`src/rtl/robot_sprite_pkg.sv`:
```
// Shared Rojobot sprite memory layout plus the loader state encoding.
// The icon read path and the loader both import this, so the address map stays identical.
package robot_sprite_pkg;
   localparam int SPRITE_COLS    = 34;
   localparam int SPRITE_ROWS    = 34;
   localparam int NUM_FRAME_COLS = 3;
   localparam int NUM_FRAME_ROWS = 8;
   localparam int MEM_COLS       = SPRITE_COLS * NUM_FRAME_COLS;
   localparam int MEM_ROWS       = SPRITE_ROWS * NUM_FRAME_ROWS;
   localparam int FRAME_ROW_SIZE = MEM_COLS * SPRITE_ROWS;

   localparam logic [11:0] TRANSPARENT_KEY = 12'h000;

   typedef enum logic [1:0] {IDLE, RUN, DONE} loader_state_e;
endpackage

```
`src/rtl/sprite_addr_gen.sv`:
```
// Sprite write address generator: the frame base is latched on clear, then x/y/row_off advance on each step.
// The address is combinational from the registered counters; there is no multiply in the per-pixel path.
module sprite_addr_gen
   import robot_sprite_pkg::*;
#(
   parameter int ADDR_W = 15
) (
   input  logic              clk,
   input  logic              reset,
   input  logic              clear_i,
   input  logic              step_i,
   input  logic [2:0]        frame_row_i,
   input  logic [1:0]        frame_col_i,
   output logic [ADDR_W-1:0] addr_o,
   output logic              last_o
);
   localparam int X_W = $clog2(SPRITE_COLS);
   localparam int Y_W = $clog2(SPRITE_ROWS + 1);
   localparam logic [X_W-1:0] X_LAST = X_W'(SPRITE_COLS - 1);
   localparam logic [Y_W-1:0] Y_LAST = Y_W'(SPRITE_ROWS - 1);

   logic [X_W-1:0]    x_q, x_d;
   logic [Y_W-1:0]    y_q, y_d;
   logic [ADDR_W-1:0] row_off_q, row_off_d;
   logic [ADDR_W-1:0] base_q, base_d;

   always_comb begin
      x_d       = x_q;
      y_d       = y_q;
      row_off_d = row_off_q;
      base_d    = base_q;
      if (clear_i) begin
         base_d    = ADDR_W'(frame_row_i) * ADDR_W'(FRAME_ROW_SIZE)
                   + ADDR_W'(frame_col_i) * ADDR_W'(SPRITE_COLS);
         x_d       = '0;
         y_d       = '0;
         row_off_d = '0;
      end else if (step_i) begin
         if (x_q == X_LAST) begin
            x_d       = '0;
            y_d       = y_q + 1'b1;
            row_off_d = row_off_q + ADDR_W'(MEM_COLS);
         end else begin
            x_d = x_q + 1'b1;
         end
      end
   end

   always_ff @(posedge clk or posedge reset) begin
      if (reset) begin
         x_q       <= '0;
         y_q       <= '0;
         row_off_q <= '0;
         base_q    <= '0;
      end else begin
         x_q       <= x_d;
         y_q       <= y_d;
         row_off_q <= row_off_d;
         base_q    <= base_d;
      end
   end

   assign addr_o = base_q + row_off_q + ADDR_W'(x_q);
   assign last_o = (x_q == X_LAST) && (y_q == Y_LAST);
endmodule

```
`src/rtl/sprite_ram_loader.sv`:
```
// Streams 12-bit pixels into one sprite frame of the sprite RAM; 1-cycle accept-to-write latency.
// pix_ready is a registered state decode (high only in RUN); abort takes priority over a same-cycle accept.
module sprite_ram_loader
   import robot_sprite_pkg::*;
#(
   parameter int ADDR_W = 15
) (
   input  logic              clk,
   input  logic              reset,
   input  logic              start,
   input  logic [2:0]        frame_row,
   input  logic [1:0]        frame_col,
   input  logic              abort,
   input  logic              pix_valid,
   input  logic [11:0]       pix_data,
   output logic              pix_ready,
   output logic              ram_we,
   output logic [ADDR_W-1:0] ram_waddr,
   output logic [11:0]       ram_wdata,
   output logic              busy,
   output logic              done,
   output logic              start_err
);
   loader_state_e     state_q;
   logic              col_ok;
   logic              load_go;
   logic              accept;
   logic              step;
   logic              last_pix;
   logic [ADDR_W-1:0] addr;

   assign col_ok  = int'(frame_col) < NUM_FRAME_COLS;
   assign load_go = (state_q == IDLE) && start && col_ok;
   assign accept  = (state_q == RUN) && pix_valid && pix_ready;
   assign step    = accept && !abort;

   sprite_addr_gen #(.ADDR_W(ADDR_W)) u_addr_gen (
      .clk         (clk),
      .reset       (reset),
      .clear_i     (load_go),
      .step_i      (step),
      .frame_row_i (frame_row),
      .frame_col_i (frame_col),
      .addr_o      (addr),
      .last_o      (last_pix)
   );

   always_ff @(posedge clk or posedge reset) begin
      if (reset) begin
         state_q   <= IDLE;
         pix_ready <= 1'b0;
         ram_we    <= 1'b0;
         ram_waddr <= '0;
         ram_wdata <= '0;
         busy      <= 1'b0;
         done      <= 1'b0;
         start_err <= 1'b0;
      end else begin
         ram_we    <= 1'b0;
         done      <= 1'b0;
         start_err <= 1'b0;
         case (state_q)
            IDLE: begin
               if (start && !col_ok) begin
                  start_err <= 1'b1;
               end else if (load_go) begin
                  state_q   <= RUN;
                  busy      <= 1'b1;
                  pix_ready <= 1'b1;
               end
            end
            RUN: begin
               if (abort) begin
                  state_q   <= IDLE;
                  busy      <= 1'b0;
                  pix_ready <= 1'b0;
               end else if (accept) begin
                  ram_we    <= 1'b1;
                  ram_waddr <= addr;
                  ram_wdata <= pix_data;
                  // done is raised alongside the final write strobe
                  if (last_pix) begin
                     state_q   <= DONE;
                     pix_ready <= 1'b0;
                     done      <= 1'b1;
                  end
               end
            end
            DONE: begin
               state_q <= IDLE;
               busy    <= 1'b0;
            end
            default: state_q <= IDLE;
         endcase
      end
   end
endmodule

```
`config.mk`:
```
export PLATFORM = sky130hd
export DESIGN_NAME = sprite_ram_loader
export DESIGN_NICKNAME = d
export VERILOG_FILES = /design/src/rtl/robot_sprite_pkg.sv /design/src/rtl/sprite_addr_gen.sv /design/src/rtl/sprite_ram_loader.sv
export SDC_FILE = /design/constraint.sdc
export NUM_CORES = 1
export LEC_CHECK = 0
export ABC_CLOCK_PERIOD_IN_PS = 5900
export BUFFER_PORTS_ARGS = -buffer_cell sky130_fd_sc_hd__buf_2
export CORE_UTILIZATION = 59
export DETAILED_ROUTE_END_ITERATION = 8
export PLACE_DENSITY = 0.81
export RECOVER_POWER = 25
export SETUP_SLACK_MARGIN = 0.02
export SYNTH_ARGS = -nofsm -noshare
export SYNTH_HDL_FRONTEND = slang
export SYNTH_SLANG_ARGS = --single-unit
```
`constraint.sdc`:
```
create_clock -name clk -period 5.9 [get_ports clk]
set_clock_uncertainty 0.1 [all_clocks]
set_input_delay 1.18 -clock clk [delete_from_list [all_inputs] [get_ports clk]]
set_output_delay 1.18 -clock clk [all_outputs]
set_load 0.01 [all_outputs]
```
# Yosys cells after proc, flatten, opt, wreduce, memory -nomap -nowiden
# Cells that the tools add are included.
[op_classes]
n_addsub = 6
multipliers = 2
n_lt_le_gt_ge = 1
eq_ne = 9
muxes = 32
bitwise = 1
reduce_logical = 19
[ops]
columns = ["op", "count"]
rows = [
  ["15-bit 2-to-1 mux", 3],
  ["6-bit 2-to-1 mux", 6],
  ["15-bit adder", 1],
  ["15-bit by 6-bit adder with 15-bit output", 1],
  ["15-bit by 7-bit adder with 15-bit output, second input constant", 1],
  ["15-bit by 8-bit adder with 15-bit output", 1],
  ["1-bit 2-to-1 mux", 15],
  ["3-bit by 10-bit multiplier with 13-bit output, second input constant", 1],
  ["6-bit by 1-bit adder with 6-bit output, second input constant", 2],
  ["6-bit equality test, second input constant", 2],
  ["2-bit 2-to-1 mux", 5],
  ["4-bit AND reduction", 2],
  ["1-bit logical AND", 7],
  ["2-bit by 5-bit multiplier with 7-bit output, second input constant", 1],
  ["2-bit != test, second input constant", 3],
  ["3-bit != test, second input constant", 2],
  ["2-bit nonzero test", 3],
  ["5-bit AND reduction", 1],
  ["2-bit one-hot mux with 2 select lines", 1],
  ["1-bit one-hot mux with 3 select lines", 1],
  ["3-bit AND reduction", 1],
  ["3-bit nonzero test", 1],
  ["2-bit by 1-bit equality test with 1-bit output, second input constant", 1],
  ["2-bit equality test, second input constant", 1],
  ["other kinds (6)", 7],
]
[totals]
reg_bits = 76
in_bits = 22
output_inout_bits = 32
wordCells = 82

# Logic depth before layout (Yosys ltp)
# Gate-level depths: netlist of run 1.
[logic_depth]
word_depth = 6
ltp_mapped = 12
ltp_nobuf = 12

# By module
# A second synthesis of run 1 with hierarchy kept.
[hier_totals]
cells_unflattened = 442
area_unflattened_um2 = 4714.5
[modules_own_cells]
columns = ["module", "n_inst", "cells_per_inst", "area_per_inst_um2", "seq_area_each_um2"]
rows = [
  ["sprite_addr_gen", 1, 349, 3278.1, 1001.0],
  ["sprite_ram_loader", 1, 93, 1436.4, 850.8],
]

# Least setup slack after synthesis of run 1
# OpenSTA, ideal clock, no wires.
[synth_path]
path_type = "input -> register"
startpoint = "input port frame_row[1]"
endpoint = "register u_addr_gen.base_q[14]"
setup_time_ns = 0.095
t_arrival_ns = 3.430
t_required_ns = 5.705
path_slack_ns = 2.275
path_stages = 12
path_buffers = 0
cell_sequence = "inv_1 > ha_1 > inv_1 > ha_1 > ha_1 > or2_2 > ha_1 > o21ai_0 > a21oi_1 > nand3_1 > o31a_1 > o31ai_1"
[synth_via]
elab_chain_cells = 2
[synth_rtl]
columns = ["item", "line_no", "source"]
rows = [
  ["from (decl)", "sprite_ram_loader.sv:11", "input logic [2:0] frame_row,"],
  ["3-bit by 10-bit multiplier with 13-bit output", "sprite_addr_gen.sv:33", "base_d = ADDR_W'(frame_row_i) * ADDR_W'(FRAME_ROW_SIZE)"],
  ["15-bit by 8-bit adder with 15-bit output", "sprite_addr_gen.sv:34", "+ ADDR_W'(frame_col_i) * ADDR_W'(SPRITE_COLS);"],
  ["to (signal assigned)", "sprite_addr_gen.sv:59", "base_q <= base_d;"],
  ["to (decl)", "sprite_addr_gen.sv:25", "logic [ADDR_W-1:0] base_q, base_d;"],
]
# No other way between the ends.
# A chain may end at the register's enable or synchronous reset.

# Worst setup path after layout of run 1
# Ends and elaborated chain as after synthesis.

==> metrics, run 1 <==
status=finished, final reports clean; drt wl/cell=roughly 14 um; Synth Flop Type=dfrtp_1; mux share of post-synthesis cell area=under 10%; post-synthesis simple-gate area fraction=17.1%; Critical Path Sink=u_addr_gen.base_q[14]; Setup Viol. Count Final=0; Post-Syn Area=roughly 0.0045 mm^2; Yosys top cell area share=between 40 and 50%; async set or reset register ratio after synthesis=between 90% and 100%; IO Count=54; nets@finish=between 600 and 700; Antenna Cells=0; first-pass GRT wire length=about 16000 um; htree depth=3; complex-gate fraction of the synthesized area=between 10 and 15%; top-count cell post-synth=nand2_1; uppermost routed layer=met4; Slew @ Worst Pin=roughly 1.4 ns; max incr delay on CP=around 0.32 ns; post-DP HPWL=between 6000 and 7000 um; Yosys Warn Count=0; Post-synth EDFFs=0; gpl congestion=around 0.85; VDD IR max=approximately 0.18 mV; die area=around 0.008 mm^2; share of post-route cells with drive strength above 1=14.3%; maximum buffer depth of the clock tree=2; Post-CTS Setup Inserts=0; max-slew violations=0; hold bufs inserted after CTS=0; leakage=2.58 nW; syn_area_per_cell=9.43 um^2; R2R cell count=7; initial cell density of the core=between 60% and 70%; Buf+Inv Stages, Crit Path=3; critical-path maximum fanout=6; largest net degree at the start of global routing=75; largest family of logic cells by synthesized area=simple AND/OR/NAND/NOR gates; post-CTS sizing=0; clk slew on worst S/H paths=approximately 0.08 ns; Adder-Cell Fraction of Synth Area=roughly 15%; Area contributors post-synth=dfrtp_1 (41%), ha_1 (12%), nand2_1 (7.3%), xnor2_1 (4.0%), xor2_1 (3.7%); worst hold-check path type=reg -> reg; RSZ-0062 raised after global routing=no; die height=89.8 um; Final min period=between 3 and 4 ns; TNS Setup=0 ns; port bufs=53; launch point of the worst path=frame_row[1]; r2r startpoint=u_addr_gen.x_q[2]; CP cell instances=buf_2, inv_1, ha_1, inv_1, ha_1, ha_1, or2_2, ha_1, o21ai_0, a21oi_1, nand3_1, o31a_1, o31ai_1; synth cell count leaders=nand2_1 (89), dfrtp_1 (74), ha_1 (42); syn_nets=around 550; routed vias/inst=roughly 5.7; Arr. time, crit path=between 3 and 4 ns; sequential area share after synthesis=between 40% and 50%; Pwr Density=~420 mW/mm^2; Util after Layout=a little over two thirds; post-route ant nets=0; highest-delay cell along the critical path=a21oi_1; CP startpoint kind=input port; R2R setup slack=~3 ns; initial drt markers=156; Seq cells post-synth=74; most common cell type on the critical path=ha_1; Worst slew margin=around 7.4%; wire length on met1=approximately 4200 um; vias in the first global route=~3600; antenna violations before repair=0; area growth from synthesis to layout=12.4%; CTS tree=yes; Setup crit end kind=flip-flop; Crit Reg-Reg Endpoint=ram_waddr[11]; Final Hold Violating Endpoints=0; routed wl met3=296 um; GRT Residual Overflow=0; CTS Sinks=74; total CTS buffers=9; count of different cell masters after synthesis=55; Max Freq=between 200 and 300 MHz; Tcrit/Tclk final=62.2%; Setup CP Type=in -> reg; kind of cell adding the most delay to the critical path=adder cells; Via Count=roughly 3600; Tot GR Track Use=24.2%; site row count=31; Die Wd=89.8 um; final WL=slightly below 9000 um; metal2 WL=~4200 um; Max Cap Viol=0; DRT Pass-1 Iters=5; Core Box Area=roughly 0.0073 mm^2; Critical Path RT=about 6.1 ns; xor/xnor share of the synthesized area=8.23%; CTS root buffer=clkbuf_8; cell count after synthesis=around 480; drt drc=0; stages on the worst setup path=13; clk_lat worst skew=0.36 ns; Yosys top cell by area=dfrtp_1
-- flip-flops by register name, indices dropped and copies added (netlist names) --
signal / count
busy: 1
done: 1
pix_ready: 1
ram_waddr: 15
ram_wdata: 12
ram_we: 1
start_err: 1
state_q: 2
u_addr_gen.base_q: 14
u_addr_gen.row_off_q: 14
u_addr_gen.x_q: 6
u_addr_gen.y_q: 6
-- routing by layer --
layer,global-route usage [%],vias up
met4,11.1,0
met1,31.9,1730
met5,0,-
li1,-,1783
met3,3.98,17
met2,39.2,82
-- power breakdown --
part | leakage, nW | switching (mW) | internal, mW
logic | 1.52 | 0.507 | 0.383
registers | 0.954 | 0.133 | 0.674
clock network | 0.107 | 0.192 | 0.240
total | 2.58 | 0.832 | 1.30
-- area by class of cell --
| type | instances | area [um^2] |
|---|---|---|
| Tap cell | 99 | 124 |
| Multi-Input combinational cell | 369 | 2550 |
| Clock inverter | 6 | 90.1 |
| Timing Repair Buffer | 57 | 290 |
| Fill cell | 597 | 2220 |
| Clock buffer | 10 | 128 |
| Sequential cell | 74 | 1850 |
| Inverter | 21 | 78.8 |
-- how the worst min path moves through the flow --
stage | from | end | slack [ns] | cells after the start
after floorplan | u_addr_gen.base_q[6] | u_addr_gen.base_q[6] | 0.36 | 2
after global placement | ram_wdata[1] | ram_wdata[1] | 0.35 | 2
after detailed placement | ram_wdata[8] | ram_wdata[8] | 0.36 | 2
after CTS | ram_wdata[8] | ram_wdata[8] | 0.37 | 2
after global routing | ram_wdata[4] | ram_wdata[4] | 0.39 | 2
final | ram_wdata[8] | ram_wdata[8] | 0.37 | 2
-- worst min-delay path, cell delays in order (launching register included) --
cell     delay, ns
dfrtp_1       0.34
nand2_1       0.05
nand2_1       0.05
-- layout by cell type (no fill, tap or decap), types with 4 or more instances in the layout --
| cell type | Yosys | routed |
|---|---|---|
| nand2_1 | 89 | 89 |
| dfrtp_1 | 74 | 74 |
| buf_2 | 3 | 52 |
| ha_1 | 42 | 42 |
| nor2_1 | 38 | 38 |
| o21ai_0 | 25 | 25 |
| inv_1 | 21 | 21 |
| xnor2_1 | 21 | 21 |
| a21oi_1 | 21 | 20 |
| xor2_1 | 19 | 19 |
| clkbuf_8 | 0 | 9 |
| a21o_1 | 8 | 8 |
| o2111ai_1 | 8 | 8 |
| nor3_1 | 7 | 7 |
| a211oi_1 | 7 | 7 |
| fa_1 | 7 | 7 |
| and3_1 | 6 | 6 |
| o31ai_1 | 6 | 6 |
| nor2b_1 | 5 | 5 |
| nand3_1 | 5 | 5 |
| o211ai_1 | 5 | 5 |
| nand4_1 | 4 | 4 |
| mux2i_1 | 4 | 4 |
| a31oi_1 | 4 | 4 |
-- kinds of logic after synthesis --
family          count (synthesis)
other cells                     1
mux                             5
fa+ha+maj                      49
buf+inv                        39
compound gates                102
simple gates                  171
xor+xnor                       41
flops                          74
-- per-stage QoR --
stage | cell area (um^2) | hold WS, ns | setup slack [ns] | total power, mW | cells
2_1_floorplan | 4550 | 0.355 | 2.27 | 1.45 | 482
6_report | 5110 | 0.368 | 2.23 | 2.13 | 636
5_1_grt | 5110 | 0.395 | 1.96 | 2.30 | 636
3_3_place_gp | 4900 | 0.351 | 2.00 | 1.67 | 620
4_1_cts | 5110 | 0.374 | 2.27 | 2.14 | 636
3_5_place_dp | 4900 | 0.357 | 1.90 | 1.70 | 620
Note: power is estimated with default switching activity, not from simulation.
==> run 2, diff against run 1 <==
- ABC_AREA: default -> 1
- ABC_CLOCK_PERIOD_IN_PS: 5900 -> 3550
- PLACE_DENSITY: 0.81 -> 0.8
- clock period: 5.9 -> 3.55 ns (I/O delays scaled with it)
==> metrics, run 2 <==
synth cell count leaders=nand2_1 (184), dfrtp_1 (74), inv_1 (70); Post-synth EDFFs=0; GRT Residual Overflow=0; gr busiest metal=met2; commonest non-fill, non-tap cell in the layout=nand2_1; top-count cell post-synth=nand2_1; kind of cell adding the most delay to the critical path=adder cells; met1 Use GR=between 30% and 40%; post-DP HPWL=between 7000 and 8000 um; highest-delay cell along the critical path=fa_1; max-slew violations=between 70 and 80; Critical Path RT=around 3.7 ns; maximum buffer depth of the clock tree=2; Max Cap Viol=1; htree depth=3; GR Layer Usage met3=4.31%; initial cell density of the core=61.5%; Pwr Density=~750 mW/mm^2; min-delay src=ram_wdata[10]; most flop-heavy register=ram_waddr; fill cell count=around 630; Final min period=2.72 ns; cell count after synthesis=around 620; Synth Flop Type=dfrtp_1; nets@finish=around 740; Arr. time, crit path=around 2.9 ns; antenna violations before repair=0; drt drc=0; hold bufs inserted after CTS=0; Worst slew margin=-16.7%; Seq cells post-synth=74; post-route ant nets=0; drt wl/cell=roughly 13 um; largest net degree at the start of global routing=75; count of different cell masters after synthesis=44; mux share of post-synthesis cell area=0%; initial drt markers=between 200 and 250; violated checks=max-capacitance violations, max-slew violations; R2R setup slack=around 0.9 ns; worst hold-check path type=reg -> reg; area growth from synthesis to layout=11.9%; Antenna Cells=0; Yosys Warn Count=0; site row count=32; VDD IR max=between 0.3 and 0.4 mV; R2R cell count=7; most common cell type on the critical path=inv_1; die height=roughly 90 um; Crit Reg-Reg Endpoint=ram_waddr[14]; stages on the worst setup path=16; vias in the first global route=~4000; port bufs=53; share of post-route cells with drive strength above 1=14.7%; Core Box Area=slightly below 0.008 mm^2; final WL=about 10000 um; routed vias/inst=approximately 5.4; Tcrit/Tclk final=approximately three quarters; clk slew on worst S/H paths=around 0.07 ns; sequential area share after synthesis=between 30 and 40%; post-synthesis simple-gate area fraction=between 20 and 30%; RSZ-0062 raised after global routing=no; first-pass GRT wire length=17600 um; largest family of logic cells by synthesized area=simple AND/OR/NAND/NOR gates; CP startpoint kind=input port; Slew @ Worst Pin=roughly 1.8 ns; clk_lat worst skew=between 0.3 and 0.4 ns; commonest non-fill, non-tap cells in the layout=nand2_1 (184), dfrtp_1 (74), inv_1 (70); leakage=2.88 nW; syn_area_per_cell=~7.8 um^2; CTS tree=yes; complex-gate fraction of the synthesized area=a little over a tenth; xor/xnor share of the synthesized area=~1.6%; max reg flops=15; launch point of the worst path=frame_row[1]; Critical Path Sink=u_addr_gen.base_q[13]; CP cell instances=buf_2, inv_1, ha_1, inv_1, ha_1, inv_1, fa_1, or2_2, nand2_1, nor2_1, inv_1, nor2_1, nand2_1, nand3_1, nand3_1, nand2_1; CTS root buffer=clkbuf_8; Hold Slack=0.377 ns; CTS Sinks=between 70 and 80; total CTS buffers=9; post-CTS sizing=0; met2 usage in global routing=42.7%; syn_nets=between 600 and 700; async set or reset register ratio after synthesis=between 90% and 100%; Post-Syn Area=just under 0.005 mm^2; Area contributors post-synth=dfrtp_1 (39%), nand2_1 (14%), ha_1 (11%), inv_1 (5.5%), nand3_1 (4.2%); Setup crit end kind=flip-flop; Post-CTS Setup Inserts=0; Top Registers=ram_waddr: 15 flops, u_addr_gen.base_q: 14 flops, u_addr_gen.row_off_q: 14 flops; critical-path maximum fanout=4; Setup CP Type=in -> reg; Tot GR Track Use=about a quarter; Yosys top cell by area=dfrtp_1; Adder-Cell Fraction of Synth Area=between 10 and 15%; Die Wd=a little over 90 um; Buf+Inv Stages, Crit Path=5; Design Power=4.05 mW; gpl congestion=just over 0.9; Setup Viol. Count Final=0; Max Freq=about 370 MHz; status=finished, violations left; TNS Setup=0 ns; IO Count=54; die area=approximately 0.0085 mm^2; Via Count=4194; Final Hold Violating Endpoints=0; max incr delay on CP=0.46 ns; DRT Pass-1 Iters=5; r2r startpoint=state_q[0]; Yosys top cell area share=roughly two fifths
==> run 2: cell count changes after synthesis, sizes merged, moves of 9 or more <==
cell,previous run,this run
clkbuf,13,4
inv,21,72
nand2,89,188
nand3,5,43
nor2,38,50
o21ai,27,45
xnor2,21,4
xor2,19,5
==> run 2: where the power goes <==
group / leakage [nW] / switching [mW] / total, mW / internal [mW]
clock: 0.119 / 0.322 / 0.789 / 0.466
combinational: 1.81 / 1.12 / 1.83 / 0.712
sequential: 0.948 / 0.260 / 1.43 / 1.17
total: 2.88 / 1.70 / 4.05 / 2.34
==> run 2: metal layers <==
layer	up-vias	part of all wire, %
met5	-	0
met2	130	46
met4	0	2.5
met1	1942	46
met3	21	5.4
li1	2101	-
==> run 2: cell families after synthesis <==
kind of cell / after synthesis
simple gates: 310
compound gates: 87
flops: 74
fa+ha+maj: 49
buf+inv: 85
other cells: 1
xor+xnor: 9
==> run 2: metrics by stage <==
stage,utilization [%],setup WS [ns],instances,instance area [um^2]
final,68.8,0.829,774,5370
after global routing,68.8,0.611,774,5370
after CTS,68.8,0.817,774,5370
after detailed placement,65.8,0.444,759,5130
after global placement,65.8,0.551,759,5130
after floorplan,-,0.798,615,4800
==> run 2: worst min path at each step <==
stage | end | depth (start not counted)
floorplan | u_addr_gen.base_q[13] | 2
global placement | ram_wdata[3] | 2
detailed placement | ram_wdata[10] | 2
CTS | ram_wdata[10] | 2
global route | done | 2
finish | ram_wdata[10] | 2
==> run 2: area by class of cell <==
| type | instances | area [um^2] | share of cell area [%] |
|---|---|---|---|
| multi-input combinational | 456 | 2610 | 48.5 |
| clock inverter | 6 | 116 | 2.17 |
| clock buffer | 9 | 124 | 2.31 |
| tap | 102 | 128 | 2.38 |
| timing repair buffer | 54 | 270 | 5.03 |
| sequential | 74 | 1850 | 34.5 |
| inverter | 73 | 274 | 5.10 |
==> run 2: worst min-delay path: cells and delay by family (launching register included) <==
kind | cells | cell delay (ns)
and+or+nand+nor | 2 | 0.10
DFF | 1 | 0.34
